`config.mk`:
```
export PLATFORM = sky130hd
export DESIGN_NAME = dmem_access_unit
export DESIGN_NICKNAME = d
export VERILOG_FILES = /design/src/rtl/dmem_access_unit_pkg.sv /design/src/rtl/dmem_lane_align.sv /design/src/rtl/dmem_access_unit.sv
export SDC_FILE = /design/constraint.sdc
export NUM_CORES = 1
export LEC_CHECK = 0
export ABC_AREA = 1
export BUFFER_PORTS_ARGS = -buffer_cell sky130_fd_sc_hd__buf_2
export CAP_MARGIN = 30
export CORE_ASPECT_RATIO = 1.5
export CORE_MARGIN = 2
export CORE_UTILIZATION = 50
export DETAILED_ROUTE_END_ITERATION = 8
export PLACE_DENSITY = 0.8
export REMOVE_ABC_BUFFERS = 1
export SYNTH_ARGS = -nofsm -noshare
export SYNTH_HDL_FRONTEND = slang
export SYNTH_HIERARCHICAL = 1
export SYNTH_SLANG_ARGS = --single-unit
```
`constraint.sdc`:
```
create_clock -name clk -period 2.69 [get_ports clk]
set_input_delay 0.1345 -clock clk [delete_from_list [all_inputs] [get_ports clk]]
set_output_delay 0.1345 -clock clk [all_outputs]
set_load 0.02 [all_outputs]
```
`src/rtl/dmem_access_unit_pkg.sv`:
```
// Shared encodings for the MEM-stage data-memory access unit: DMType codes,
// fault causes, FSM states and the size/alignment helpers.
package dmem_access_unit_pkg;

  localparam logic [2:0] dm_word              = 3'b000;
  localparam logic [2:0] dm_halfword          = 3'b001;
  localparam logic [2:0] dm_halfword_unsigned = 3'b010;
  localparam logic [2:0] dm_byte              = 3'b011;
  localparam logic [2:0] dm_byte_unsigned     = 3'b100;

  localparam logic [1:0] FC_NONE     = 2'b00;
  localparam logic [1:0] FC_MISALIGN = 2'b01;
  localparam logic [1:0] FC_TIMEOUT  = 2'b10;
  localparam logic [1:0] FC_ILLEGAL  = 2'b11;

  typedef enum logic [2:0] {
    ST_IDLE   = 3'd0,
    ST_REQ    = 3'd1,
    ST_WAIT_R = 3'd2,
    ST_DONE   = 3'd3,
    ST_FAULT  = 3'd4
  } state_e;

  function automatic logic dm_legal(input logic [2:0] dm);
    return dm <= dm_byte_unsigned;
  endfunction

  // Bytes never misalign; halves need an even address, words a multiple of 4.
  function automatic logic dm_misaligned(input logic [2:0] dm, input logic [1:0] off);
    case (dm)
      dm_word:                           return off != 2'b00;
      dm_halfword, dm_halfword_unsigned: return off[0];
      default:                           return 1'b0;
    endcase
  endfunction

endpackage

```
`src/rtl/dmem_lane_align.sv`:
```
// Combinational lane steering: store data replication and byte enables, and
// load lane select with sign/zero extension, keyed by DMType and addr[1:0].
module dmem_lane_align
  import dmem_access_unit_pkg::*;
(
  input  logic [2:0]  dmtype_i,
  input  logic [1:0]  off_i,
  input  logic [31:0] st_data_i,
  input  logic [31:0] ld_raw_i,
  output logic [3:0]  st_be_o,
  output logic [31:0] st_data_o,
  output logic [31:0] ld_data_o
);

  logic [15:0] half_lane;
  logic [7:0]  byte_lane;

  always_comb begin
    half_lane = off_i[1] ? ld_raw_i[31:16] : ld_raw_i[15:0];
    case (off_i)
      2'b00:   byte_lane = ld_raw_i[7:0];
      2'b01:   byte_lane = ld_raw_i[15:8];
      2'b10:   byte_lane = ld_raw_i[23:16];
      default: byte_lane = ld_raw_i[31:24];
    endcase
  end

  always_comb begin
    st_be_o   = 4'b1111;
    st_data_o = st_data_i;
    ld_data_o = ld_raw_i;
    case (dmtype_i)
      dm_halfword, dm_halfword_unsigned: begin
        st_be_o   = off_i[1] ? 4'b1100 : 4'b0011;
        st_data_o = {2{st_data_i[15:0]}};
        ld_data_o = (dmtype_i == dm_halfword) ? {{16{half_lane[15]}}, half_lane}
                                              : {16'h0000, half_lane};
      end
      dm_byte, dm_byte_unsigned: begin
        st_be_o   = 4'b0001 << off_i;
        st_data_o = {4{st_data_i[7:0]}};
        ld_data_o = (dmtype_i == dm_byte) ? {{24{byte_lane[7]}}, byte_lane}
                                          : {24'h000000, byte_lane};
      end
      default: ;
    endcase
  end

endmodule

```
`src/rtl/dmem_access_unit.sv`:
```
// MEM-stage load/store responder: one access per transaction over a
// wait-stated word bus, with alignment/DMType checks and a handshake timeout.
//
//   state    | meaning
//   ST_IDLE  | waiting for a start; checks DMType and alignment on start
//   ST_REQ   | bus_req high with stable bus fields, waiting for bus_gnt
//   ST_WAIT_R| load granted, waiting for bus_rvalid
//   ST_DONE  | one-cycle mem_done pulse
//   ST_FAULT | one-cycle mem_fault pulse with fault_cause
module dmem_access_unit
  import dmem_access_unit_pkg::*;
#(
  parameter int unsigned TIMEOUT_CYCLES = 255,
  parameter int unsigned ADDR_W         = 32
) (
  input  logic              clk,
  input  logic              rstn,
  input  logic              mem_valid,
  input  logic              MemWrite,
  input  logic              MemRead,
  input  logic [2:0]        DMType,
  input  logic [ADDR_W-1:0] mem_addr,
  input  logic [31:0]       mem_wdata,
  output logic              mem_stall,
  output logic              mem_done,
  output logic [31:0]       mem_rdata,
  output logic              mem_fault,
  output logic [1:0]        fault_cause,
  output logic              bus_req,
  output logic              bus_we,
  output logic [3:0]        bus_be,
  output logic [ADDR_W-1:0] bus_addr,
  output logic [31:0]       bus_wdata,
  input  logic              bus_gnt,
  input  logic              bus_rvalid,
  input  logic [31:0]       bus_rdata
);

  localparam logic [15:0] TMR_LOAD = 16'(TIMEOUT_CYCLES - 1);

  state_e      state_q;
  logic [2:0]  dmtype_q;
  logic [1:0]  off_q;
  logic        we_q;
  logic [15:0] tmr_q;

  logic        start;
  logic        tmr_tc;
  logic [2:0]  la_dmtype;
  logic [1:0]  la_off;
  logic [3:0]  st_be;
  logic [31:0] st_data;
  logic [31:0] ld_data;

  assign start  = mem_valid & (MemRead | MemWrite);
  assign tmr_tc = (tmr_q == 16'd0);

  // Store lanes come from the live inputs at start; load lanes from the capture.
  assign la_dmtype = (state_q == ST_IDLE) ? DMType : dmtype_q;
  assign la_off    = (state_q == ST_IDLE) ? mem_addr[1:0] : off_q;

  assign mem_stall = rstn & (((state_q == ST_IDLE) & start) |
                             (state_q == ST_REQ) | (state_q == ST_WAIT_R));

  dmem_lane_align u_lane_align (
    .dmtype_i  (la_dmtype),
    .off_i     (la_off),
    .st_data_i (mem_wdata),
    .ld_raw_i  (bus_rdata),
    .st_be_o   (st_be),
    .st_data_o (st_data),
    .ld_data_o (ld_data)
  );

  always_ff @(posedge clk or negedge rstn) begin
    if (!rstn) begin
      state_q     <= ST_IDLE;
      dmtype_q    <= 3'b000;
      off_q       <= 2'b00;
      we_q        <= 1'b0;
      tmr_q       <= 16'd0;
      mem_done    <= 1'b0;
      mem_rdata   <= 32'h0;
      mem_fault   <= 1'b0;
      fault_cause <= FC_NONE;
      bus_req     <= 1'b0;
      bus_we      <= 1'b0;
      bus_be      <= 4'b0000;
      bus_addr    <= '0;
      bus_wdata   <= 32'h0;
    end else begin
      mem_done    <= 1'b0;
      mem_fault   <= 1'b0;
      fault_cause <= FC_NONE;
      case (state_q)
        ST_IDLE: begin
          if (start) begin
            dmtype_q <= DMType;
            off_q    <= mem_addr[1:0];
            we_q     <= MemWrite;
            if (!dm_legal(DMType)) begin
              state_q     <= ST_FAULT;
              mem_fault   <= 1'b1;
              fault_cause <= FC_ILLEGAL;
            end else if (dm_misaligned(DMType, mem_addr[1:0])) begin
              state_q     <= ST_FAULT;
              mem_fault   <= 1'b1;
              fault_cause <= FC_MISALIGN;
            end else begin
              state_q   <= ST_REQ;
              tmr_q     <= TMR_LOAD;
              bus_req   <= 1'b1;
              bus_we    <= MemWrite;
              bus_be    <= MemWrite ? st_be : 4'b1111;
              bus_wdata <= MemWrite ? st_data : 32'h0;
              bus_addr  <= {mem_addr[ADDR_W-1:2], 2'b00};
            end
          end
        end
        ST_REQ: begin
          // A grant on the terminal-count cycle still wins over the timeout.
          if (bus_gnt) begin
            bus_req <= 1'b0;
            bus_we  <= 1'b0;
            if (we_q) begin
              state_q  <= ST_DONE;
              mem_done <= 1'b1;
            end else begin
              state_q <= ST_WAIT_R;
              tmr_q   <= TMR_LOAD;
            end
          end else if (tmr_tc) begin
            bus_req     <= 1'b0;
            bus_we      <= 1'b0;
            state_q     <= ST_FAULT;
            mem_fault   <= 1'b1;
            fault_cause <= FC_TIMEOUT;
          end else begin
            tmr_q <= tmr_q - 16'd1;
          end
        end
        ST_WAIT_R: begin
          if (bus_rvalid) begin
            mem_rdata <= ld_data;
            state_q   <= ST_DONE;
            mem_done  <= 1'b1;
          end else if (tmr_tc) begin
            state_q     <= ST_FAULT;
            mem_fault   <= 1'b1;
            fault_cause <= FC_TIMEOUT;
          end else begin
            tmr_q <= tmr_q - 16'd1;
          end
        end
        default: state_q <= ST_IDLE;
      endcase
    end
  end

endmodule

```
### Yosys cells after proc, flatten, opt, wreduce, memory -nomap -nowiden

Cells that the tools add are included.

* add/sub/neg operators: 1
* $mul: 0
* divide/modulo/power cells: 0
* magnitude comparators: 1
* eq/ne operators: 16
* shift operators: 1
* multiplexer cells: 60
* bitwise gates (word level): 7
* reduce and logical (&&, ||, !) cells: 15

Operators by type and width (number)
* $mux 16: 8
* $pmux 32 s2: 2
* $mux 32: 3
* $pmux 16 s3: 1
* $pmux 8 s3: 1
* $mux 1: 22
* $mux 3: 7
* $logic_not 16->1: 1
* $sub 16x1->16 const B: 1
* $eq 3x2->1 const B: 4
* $mux 2: 6
* $eq 3x1->1 const B: 3
* $pmux 3 s3: 1
* $mux 4: 2
* $pmux 1 s2: 4
* $pmux 4 s2: 1
* $logic_not 3->1: 2
* $ne 2x2->1 const B: 3
* $ne 3x3->1 const B: 2
* $pmux 2 s3: 1
* $reduce_and 6->1: 1
* $reduce_or 2->1: 3
* $reduce_and 5->1: 1
* $reduce_and 2->1: 2
* other kinds (14): 19

* register bits after elaboration: 129
* latch bits: 0
* memory bits (writable): 0
* memory bits (read-only): 0
* bits of input ports: 106
* word-level logic and storage cells: 115
* memories kept: 0

### Depth between registers and ports, before layout

Gate-level depths: netlist of the first run.

* depth in word-level cells: 10
* gate-level depth with buffers: 16

### Hierarchy

The synthesis of the first run kept the hierarchy.

By module, submodules not included
* dmem_access_unit: times used 1, cells each 632, area an instance 5649.2 um^2
* dmem_lane_align: times used 1, cells each 315, area an instance 1508.9 um^2

### Worst setup path after synthesis of the first run

OpenSTA, ideal clock, no wires.

* path type: register to register
* from: register state_q[2]
* to: register mem_rdata[16]
* setup time: 0.117 ns
* arrival: 2.128 ns
* required time: 2.573 ns
* setup slack: 0.445 ns
* cell stages (with the launch flop): 10
* buffers on the path: 1
* period minus slack after synthesis: 2.245 ns
* cells stage by stage: dfrtp_1 nor2_4 nand2_4 o21ai_0 nand3_1 nand3_4 buf_6 nand3_1 nand2_1 nand2_1

* longest elaborated chain between the ends: 6
* elaborated cells on any way between the ends: 19

Ends and longest elaborated chain
* from (decl): RTL line dmem_access_unit.sv:41 `state_e state_q;`
* from (signal assigned): RTL line dmem_access_unit.sv:77 `state_q <= ST_IDLE;`
* from (signal assigned): RTL line dmem_access_unit.sv:102 `state_q <= ST_FAULT;`
* from (signal assigned): RTL line dmem_access_unit.sv:106 `state_q <= ST_FAULT;`
* $logic_not 3->1 *: RTL line dmem_access_unit.sv:60 `assign la_off = (state_q == ST_IDLE) ? mem_addr[1:0] : off_q;`
* $mux 2 *: RTL line dmem_access_unit.sv:60
* net la_off[0]: RTL line dmem_access_unit.sv:50 `logic [1:0] la_off;`
* $eq 2x2->1 (tied with other cells): RTL line dmem_lane_align.sv:20 `case (off_i)`
* $pmux 8 s3 *: RTL line dmem_lane_align.sv:20
* $mux 32 *: RTL line dmem_lane_align.sv:42 `ld_data_o = (dmtype_i == dm_byte) ? {{24{byte_lane[7]}}, byte_lane}`
* $pmux 32 s2 *: RTL line dmem_lane_align.sv:32 `case (dmtype_i)`
* net ld_data[16]: RTL line dmem_access_unit.sv:53 `logic [31:0] ld_data;`
* to (signal assigned): RTL line dmem_access_unit.sv:144 `mem_rdata <= ld_data;`
* to (decl): RTL line dmem_access_unit.sv:26 `output logic [31:0] mem_rdata,`

Mark *: on every way through the listed nets, which the timed path passes. The rest lies on a longest branch.
A chain may end at the register's enable or synchronous reset.

### Worst setup path after layout of the first run

* from: register state_q[1]
* to: register mem_rdata[27]

* longest elaborated chain between the ends: 6
* elaborated cells on any way between the ends: 19

Ends and longest elaborated chain (RTL line)
* $logic_not 3->1 *: dmem_access_unit.sv:60
* $mux 2 *: dmem_access_unit.sv:60
* net la_off[1]: dmem_access_unit.sv:50
* $eq 2x2->1 (tied with other cells): dmem_lane_align.sv:20
* $pmux 8 s3: dmem_lane_align.sv:20
* $mux 32: dmem_lane_align.sv:42
* $pmux 32 s2 *: dmem_lane_align.sv:32
* net ld_data[27]: dmem_access_unit.sv:53

Marks and branches as above.

==> metrics.yaml, run 1 <==
place_ws_ns: 0.361
rsz0062_at_grt: "no"
drv_slew: 0
leakage_nw: 5.23
synth.area.top_cells: "dfrtp_1, nand2_1, nand3_1"
vias: 7109
worst_pin_slew_ns: 0.604
critPathLaunch: "state_q[1]"
period_minus_slack_ns: 2.33
layout_commonest_cell: "nand2_1"
areaGrowthSynthToFinish_pct: 28.7
die_area_mm2: 0.0153
first_iter_violations: 293
setup_violations: 0
fin_crit_sh_pct: 86.7
fin_util_pct: 65.9
finish.instance_area_mm2: 0.00922
avgSynthCellArea_um2: 7.56
maxCapViolations: 0
cts_buffers: 17
cts.sinks: 129
crit_fanout: 24
crit-reg2reg-launch: "state_q[1]"
grt_pass1_vias: 6706
initial_utilization_pct: 51.2
synthArstFlopShare_pct: 100
synth-edff-count: 0
clk_pin_slew_ns: 0.06
synthFlopType: "dfrtp_1"
final_nets: 1289
clk_latency_ns: 0.42
setup_tns_ns: 0
grt_pass1_wl_um: 32700
worst_setup_path_start_kind: "register"
skew_ns: 0.0130
drive_gt1_share_pct: 25.1
die_w_um: 102
p_per_area_mw_per_mm2: 1330
slew_headroom_pct: 59.3
detail_route.vias_per_cell: 5.13
io_buffers: 210
dpl_cell_area_mm2: 0.00820
fmax_ghz: 0.429
first_pass_iters: 7
drc: 0
finalPower_mw: 12.2
clk_path_buf_depth: 2
rows: 53
cp.required_ns: 3.00
die_h_um: 151
wire_per_inst_um: 14.9
grt-ovfl-total: 0
worst_slack_ns: 0.358
syn_area_mm2: 0.00716
grt_max_degree: 88
grtUsageTotal_pct: 27.2
antenna_found_initial: 1
cp.arrival_ns: 2.64
dp_hpwl_um: 14100
clock_tree.root_cell: "clkbuf_16"
status: "finished clean"
cp-end-kind: "register"
cts_resized: 0
yosysSeqAreaShare_pct: 45.1
place.gp.congestion: 0.903
cts_tree: "built"
antenna_left: 0
max-vdd-ir-drop_mv: 1.13
synth_area_leader_cell: "dfrtp_1"
cts_htree_levels: 4
num_io_pins: 213
hold_class: "input pin to register"
min_from: "mem_wdata[11]"
layout_common_cells: "nand2_1, buf_2, dfrtp_1"
path_class: "register to register"
ys_ff_latch: 129
drt_wl_total_um: 20600
hold_viol: 0
synthCells: 947
synth.top_cell.area_share_pct: 45.1
yosysWarnings: 6
core_area_mm2: 0.0140
ys_types: 37
reg2reg_slack_ns: 0.36
stage by stage:
| step | hold slack [ns] | instances |
|---|---|---|
| 6_report | 0.0580 | 1387 |
| 5_1_grt | 0.0541 | 1387 |
| 4_1_cts | 0.0352 | 1386 |
| 3_5_place_dp | 0.161 | 1311 |
| 3_3_place_gp | 0.158 | 1311 |
| 2_1_floorplan | -0.161 | 893 |
power by group:
group          leakage, nW  internal [mW]  total, mW  switching (mW)
combinational         3.32           2.29       6.77            4.48
clock                0.285           1.38       2.28           0.904
sequential            1.63           2.73       3.17           0.447
total                 5.23           6.39       12.2            5.83
cell families (layout without fill, tap and decap cells):
group                      after synthesis  count (layout)  share of synthesized area [%]
buffers and inverters                  105             351                           8.41
DFF                                    129             129                           45.1
and+or+nand+nor                        630             630                           38.3
adders and majority gates                2               2                          0.350
other                                    1               3                         0.0524
AOI/OAI and AO/OA                       80              80                           7.83
Yosys cell counts (2+ instances only):
| library cell | number |
|---|---|
| nand2_1 | 414 |
| dfrtp_1 | 129 |
| nand3_1 | 118 |
| nor2_1 | 60 |
| inv_1 | 44 |
| a22o_1 | 32 |
| o21ai_0 | 25 |
| buf_4 | 21 |
| buf_2 | 14 |
| nand3_2 | 11 |
| buf_6 | 10 |
| a21oi_1 | 8 |
| clkbuf_1 | 6 |
| nand2_2 | 5 |
| inv_2 | 4 |
| o21ai_1 | 4 |
| o22a_1 | 4 |
| a21oi_2 | 3 |
| nand2_4 | 3 |
| nand3b_1 | 3 |
| nand4_1 | 3 |
| nor2_2 | 3 |
| nor2_8 | 3 |
| ha_1 | 2 |
| inv_4 | 2 |
| nand3_4 | 2 |
| nor2_4 | 2 |
| nor3_1 | 2 |
| o21ai_2 | 2 |
cell type report:
class,count,area (µm²)
Inverter,50,193
Timing Repair Buffer,269,1630
Clock inverter,14,153
Sequential cell,129,3230
Antenna cell,1,2.50
Multi-Input combinational cell,714,3340
Clock buffer,18,429
Fill cell,1219,4780
Tap cell,192,240
metal layers:
metal,global-route usage (%),wire length [µm]
met3,6.31,1220
met1,32.4,7820
met4,11.8,663
met2,46.6,10900
met5,0,0
path summary, 6_finish.rpt:
| check | endpoint | cells past startpoint |
|---|---|---|
| worst max register to register | mem_rdata[27] | 11 |
| max in group asynchronous | bus_wdata[9] | 3 |
| worst max-delay path | mem_rdata[27] | 11 |
| worst min-delay path | bus_wdata[11] | 4 |
| worst min register to register | bus_we | 2 |
| min in group asynchronous | bus_addr[11] | 2 |
worst max-delay path, stage by stage (launching register included):
cell and delay (ns):
dfrtp_1 0.42, inv_2 0.06, nand2_4 0.13, inv_4 0.09, o21ai_2 0.44, inv_2 0.29
nand3_1 0.15, nand3_2 0.11, nand3_4 0.26, nand3_1 0.12, nand2_1 0.09, nand2_1 0.05
registers in the layout, summed over array words and instances, names as in the netlist:
| register | cells |
|---|---|
| bus_wdata | 32 |
| mem_rdata | 32 |
| bus_addr | 30 |
| tmr_q | 16 |
| bus_be | 4 |
| dmtype_q | 3 |
| state_q | 3 |
| fault_cause | 2 |
| off_q | 2 |
| bus_req | 1 |
| bus_we | 1 |
| mem_done | 1 |
| mem_fault | 1 |
| we_q | 1 |
what timing repair did:
item | CTS | global route
hold buffers | 43 | 0
setup buffers | 0 | 0
hold endpoints to repair | 84 | 0
Power figures use the tool's default switching activity.
==> run 2: changes to the inputs <==
--- a/config.mk
+++ b/config.mk
@@ -11,6 +11,7 @@
 export CORE_ASPECT_RATIO = 1.5
 export CORE_MARGIN = 2
 export CORE_UTILIZATION = 50
+export CTS_BUF_LIST = sky130_fd_sc_hd__clkbuf_16
 export DETAILED_ROUTE_END_ITERATION = 8
 export PLACE_DENSITY = 0.8
 export REMOVE_ABC_BUFFERS = 1
==> run 2 against run 1 <==
Effect of this change:
- combinational power is essentially flat
- register-to-register slack gained 0.02 ns
- global-route usage is the same
- first-iteration DRC count shrank 6.5%
- final area is the same
- hold slack lost 0.0028 ns
- non-clock buffer count is the same
- critical endpoint is now mem_rdata[29]
==> metrics.yaml, run 2 (synthesis gave the netlist of run 1 again) <==
hold_end: "bus_wdata[10]"  # was bus_wdata[11]
grt_pass1_vias: 6706  # unchanged
drv_slew: 0  # unchanged
worst_setup_path_start_kind: "register"  # unchanged
grt_pass1_wl_um: 32700  # unchanged
p_per_area_mw_per_mm2: 1320  # was 1330 mW/mm²
hold_viol: 0  # unchanged
antenna_found_initial: 1  # unchanged
place_ws_ns: 0.361  # unchanged
first_iter_violations: 274  # was 293
cp.arrival_ns: 2.62  # was 2.64 ns
place.gp.congestion: 0.903  # unchanged
crit_slowest_cell: "o21ai_2"  # unchanged
hold_buffers: 43  # unchanged
status: "finished clean"  # unchanged
num_io_pins: 213  # unchanged
min_from: "mem_wdata[10]"  # was mem_wdata[11]
drt_wl_total_um: 20600  # about the same
period_minus_slack_ns: 2.31  # was 2.33 ns
antenna_left: 0  # unchanged
regToRegEndpoint: "mem_rdata[29]"  # was mem_rdata[27]
dp.cells: 1311  # unchanged
top_regs: "bus_wdata x32, mem_rdata x32, bus_addr x30"  # unchanged
instances_no_fill: 1387  # unchanged
worst_pin_slew_ns: 0.603  # was 0.604 ns
rows: 53  # unchanged
cp.depth: 11  # unchanged
final_nets: 1289  # unchanged
cts_buffers: 17  # unchanged
setup_violations: 0  # unchanged
hold-worst-slack_ns: 0.0552  # was 0.0580 ns
grt_use_met2_pct: 46.6  # unchanged
rsz0062_at_grt: "no"  # unchanged
areaGrowthSynthToFinish_pct: 28.7  # unchanged
r2r_cells: 11  # unchanged
clk_path_buf_depth: 2  # unchanged
clock_tree.root_cell: "clkbuf_16"  # unchanged
core_area_mm2: 0.0140  # unchanged
grt_max_degree: 88  # unchanged
cts.sinks: 129  # unchanged
io_buffers: 210  # unchanged
die_w_um: 102  # unchanged
dp_hpwl_um: 14100  # unchanged
path_class: "register to register"  # unchanged
grt_use_met3_pct: 6.31  # unchanged
busiest_layer: "met2"  # unchanged
path_cells: "inv_2 -> nand2_4 -> inv_4 -> o21ai_2 -> inv_2 -> nand3_1 -> nand3_2 -> nand3_4 -> nand3_1 -> nand2_1 -> nand2_1"  # unchanged
initial_utilization_pct: 51.2  # unchanged
max-vdd-ir-drop_mv: 1.12  # was 1.13 mV
fin_crit_sh_pct: 86.0  # was 86.7%
layout_commonest_cell: "nand2_1"  # unchanged
first_pass_iters: 6  # was 7
die_h_um: 151  # unchanged
worst_slack_ns: 0.376  # was 0.358 ns
clk_latency_ns: 0.42  # about the same
setup_tns_ns: 0  # unchanged
vias: 7095  # was 7109
grt-ovfl-total: 0  # unchanged
fin_util_pct: 65.9  # unchanged
leakage_nw: 5.24  # was 5.23 nW
cp.required_ns: 3.00  # about the same
critPathBufInv: 3  # unchanged
wire_per_inst_um: 14.9  # about the same
slew_headroom_pct: 59.4  # was 59.3%
grtUsageTotal_pct: 27.2  # unchanged
crit-reg2reg-launch: "state_q[1]"  # unchanged
clk_pin_slew_ns: 0.07  # was 0.06 ns
drc: 0  # unchanged
maxCapViolations: 0  # unchanged
cts_htree_levels: 4  # unchanged
crit_fanout: 24  # unchanged
reg2reg_slack_ns: 0.38  # was 0.36 ns
hold_class: "input pin to register"  # unchanged
holdPathStages: 4  # unchanged
cts_tree: "built"  # unchanged
cpPeakStageDelay_ns: 0.43  # was 0.44 ns
fmax_ghz: 0.432  # was 0.429 GHz
post_cts.repair.setup_buffers: 0  # unchanged
critPathTopFamily: "simple AND/OR/NAND/NOR gates"  # unchanged
grtUsageMet1_pct: 32.4  # unchanged
skew_ns: 0.0134  # was 0.0130 ns
die_area_mm2: 0.0153  # unchanged
cts_resized: 0  # unchanged
detail_route.vias_per_cell: 5.12  # was 5.13
cp-end-kind: "register"  # unchanged
drive_gt1_share_pct: 25.1  # unchanged
layout_common_cells: "nand2_1, buf_2, dfrtp_1"  # unchanged
## run 2: changes by cell type in the layout (fill, tap and decap cells not counted), sizes merged
cell,delta
inv,+1
clkbuf,-1
## run 2: worst reg2reg max path, stage by stage, from the launching register on
cell,delay [ns]
dfrtp_1,0.42
inv_2,0.06
nand2_4,0.13
inv_4,0.09
o21ai_2,0.43
inv_2,0.29
nand3_1,0.15
nand3_2,0.11
nand3_4,0.26
nand3_1,0.13
nand2_1,0.09
nand2_1,0.05
## run 2: final cells by class
| type | count | area, µm² |
|---|---|---|
| repair buffers | 269 | 1630 |
| inverters | 50 | 193 |
| well taps | 192 | 240 |
| clock inverters | 15 | 156 |
| fillers | 1219 | 4780 |
| flip-flops and latches | 129 | 3230 |
| multi-input cells | 714 | 3340 |
| clock buffers | 17 | 425 |
| diodes | 1 | 2.50 |
## run 2: how the worst max path moves through the flow
| stage | from | endpoint | slack (ns) |
|---|---|---|---|
| after floorplan | state_q[1] | mem_rdata[16] | -1.31 |
| after global placement | state_q[1] | mem_rdata[27] | 0.39 |
| after detailed placement | state_q[1] | mem_rdata[27] | 0.36 |
| after CTS | state_q[1] | mem_rdata[27] | 0.35 |
| after global routing | state_q[1] | mem_rdata[6] | 0.11 |
| final | state_q[1] | mem_rdata[29] | 0.38 |
## run 2: report_power, final
group          switching, mW  internal, mW
clock network          0.905          1.37
registers              0.448          2.73
logic                   4.47          2.29
total                   5.82          6.38
## run 2: routing by layer
layer | vias up | wire length [µm]
li1 | 3502 | -
met1 | 3268 | 7760
met2 | 276 | 10900
met3 | 49 | 1300
met4 | 0 | 667
met5 | - | 0
## run 2: through the flow
stage          power [mW]  cell area [µm²]
2_1_floorplan        7.69             6750
3_3_place_gp         9.70             8200
3_5_place_dp         9.85             8200
4_1_cts              12.2             9210
5_1_grt              13.2             9220
6_report             12.2             9220
==> run 3: changes to the inputs <==
--- a/config.mk
+++ b/config.mk
@@ -8,12 +8,14 @@
 export ABC_AREA = 1
 export BUFFER_PORTS_ARGS = -buffer_cell sky130_fd_sc_hd__buf_2
 export CAP_MARGIN = 30
+export CELL_PAD_IN_SITES_DETAIL_PLACEMENT = 0
+export CELL_PAD_IN_SITES_GLOBAL_PLACEMENT = 1
 export CORE_ASPECT_RATIO = 1.5
 export CORE_MARGIN = 2
-export CORE_UTILIZATION = 50
+export CORE_UTILIZATION = 37
 export CTS_BUF_LIST = sky130_fd_sc_hd__clkbuf_16
 export DETAILED_ROUTE_END_ITERATION = 8
-export PLACE_DENSITY = 0.8
+export PLACE_DENSITY = 0.82
 export REMOVE_ABC_BUFFERS = 1
 export SYNTH_ARGS = -nofsm -noshare
 export SYNTH_HDL_FRONTEND = slang
==> run 3 against run 2 <==
Effect of this change:
- clock power is 2% lower
- routed wire length is 8.4% higher
- hold slack got worse by 0.0060 ns
- final cell count grew 4.7%
- non-clock buffer count up 2
- critical path type unchanged
==> metrics.yaml, run 3 (synthesis gave the netlist of run 1 again) <==
clock_tree.root_cell: "clkbuf_16"  # unchanged
hold_class: "input pin to register"  # unchanged
maxCapViolations: 0  # unchanged
antenna_left: 0  # unchanged
rows: 62  # was 53
layout_commonest_cell: "nand2_1"  # unchanged
antenna_found_initial: 0  # was 1
path_class: "register to register"  # unchanged
min_from: "mem_wdata[14]"  # was mem_wdata[10]
first_pass_iters: 4  # was 6
core_area_mm2: 0.0191  # was 0.0140 mm²
layout_common_cells: "nand2_1, buf_2, dfrtp_1"  # unchanged
areaGrowthSynthToFinish_pct: 30.0  # was 28.7%
drive_gt1_share_pct: 25.3  # was 25.1%
grt_pass1_vias: 6891  # was 6706
die_h_um: 174  # was 151 µm
period_minus_slack_ns: 2.39  # was 2.31 ns
grtUsageTotal_pct: 22.0  # was 27.2%
cts_buffers: 17  # unchanged
status: "finished clean"  # unchanged
max-vdd-ir-drop_mv: 0.751  # was 1.12 mV
grt_pass1_wl_um: 36100  # was 32700 µm
hold-worst-slack_ns: 0.0492  # was 0.0552 ns
num_io_pins: 213  # unchanged
grt-ovfl-total: 0  # unchanged
detail_route.vias_per_cell: 4.85  # was 5.12
vias: 7036  # was 7095
worst_pin_slew_ns: 0.605  # was 0.603 ns
final_nets: 1291  # was 1289
wire_per_inst_um: 15.4  # was 14.9 µm
skew_ns: 0.0115  # was 0.0134 ns
die_area_mm2: 0.0205  # was 0.0153 mm²
die_w_um: 118  # was 102 µm
top_regs: "bus_wdata x32, mem_rdata x32, bus_addr x30"  # unchanged
cp-end-kind: "register"  # unchanged
grt_max_degree: 71  # was 88
crit_fanout: 24  # unchanged
dp_hpwl_um: 15500  # was 14100 µm
place.gp.congestion: 0.867  # was 0.903
io_buffers: 210  # unchanged
cts.sinks: 129  # unchanged
rsz0062_at_grt: "no"  # unchanged
drv_slew: 0  # unchanged
worst_setup_path_start_kind: "register"  # unchanged
cp.required_ns: 3.00  # about the same
setup_violations: 0  # unchanged
crit-reg2reg-launch: "state_q[2]"  # was state_q[1]
first_iter_violations: 455  # was 274
drc: 0  # unchanged
fmax_ghz: 0.419  # was 0.432 GHz
setup_tns_ns: 0  # unchanged
fin_crit_sh_pct: 88.8  # was 86.0%
clk_pin_slew_ns: 0.06  # was 0.07 ns
hold_viol: 0  # unchanged
drt_wl_total_um: 22400  # was 20600 µm
antenna_cells: 0  # was 1
clk_path_buf_depth: 2  # unchanged
cts_htree_levels: 4  # unchanged
clk_latency_ns: 0.42  # about the same
initial_utilization_pct: 37.5  # was 51.2%
reg2reg_slack_ns: 0.30  # was 0.38 ns
post_cts.repair.setup_buffers: 0  # unchanged
cts_tree: "built"  # unchanged
slew_headroom_pct: 59.7  # was 59.4%
critPathLaunch: "state_q[2]"  # was state_q[1]
cp.arrival_ns: 2.69  # was 2.62 ns
leakage_nw: 5.24  # about the same
p_per_area_mw_per_mm2: 1310  # was 1320 mW/mm²
-- run 3: through the flow --
step	instances	instance area (µm²)	utilization [%]	total power, mW	setup slack [ns]
floorplan	893	6750	-	7.69	-1.31
global placement	1377	8300	43.5	9.88	0.223
detailed placement	1377	8300	43.5	9.94	0.162
CTS	1452	9300	48.7	12.3	0.151
global route	1452	9310	48.8	13.2	0.0569
finish	1452	9310	48.8	12.2	0.302
-- run 3: worst paths after layout --
kind | end | depth (start not counted)
worst max-delay path | mem_rdata[21] | 12
worst min-delay path | bus_wdata[14] | 4
worst max register to register | mem_rdata[21] | 12
worst min register to register | bus_addr[21] | 2
max in group asynchronous | mem_rdata[5] | 3
min in group asynchronous | bus_addr[16] | 2
-- run 3: final cells by class --
| type | instances | area [µm²] |
|---|---|---|
| fillers | 1998 | 9770 |
| multi-input cells | 714 | 3350 |
| flip-flops and latches | 129 | 3230 |
| repair buffers | 271 | 1650 |
| clock buffers | 17 | 425 |
| well taps | 256 | 320 |
| inverters | 50 | 193 |
| clock inverters | 15 | 143 |
-- run 3: timing repair --
item,4_1_cts,5_1_grt
setup endpoints to repair,0,33
resized for setup,0,4
hold buffers,43,0
hold endpoints to repair,101,0
-- run 3: per-layer routing --
metal | vias up | GRT usage [%] | routed length (µm)
met3 | 42 | 4.27 | 970
li1 | 3508 | - | -
met2 | 211 | 38.7 | 11700
met5 | - | 0 | 0
met1 | 3275 | 26.5 | 9020
met4 | 0 | 8.43 | 657
-- run 3: worst max-delay path, cell delays in order, from the launching register on --
cell     delay (ns)
dfrtp_1        0.41
nor2_4         0.18
nand2_4        0.12
inv_4          0.15
nand2_1        0.12
o21ai_4        0.20
inv_2          0.27
nand3_1        0.16
nand3_2        0.12
nand3_4        0.28
nand3_1        0.12
nand2_1        0.09
nand2_1        0.05
-- run 3: power breakdown --
| group | total, mW | internal, mW | switching [mW] |
|---|---|---|---|
| Sequential | 3.15 | 2.72 | 0.429 |
| Clock | 2.24 | 1.23 | 1.02 |
| Combinational | 6.83 | 2.29 | 4.53 |
| Total | 12.2 | 6.24 | 5.98 |
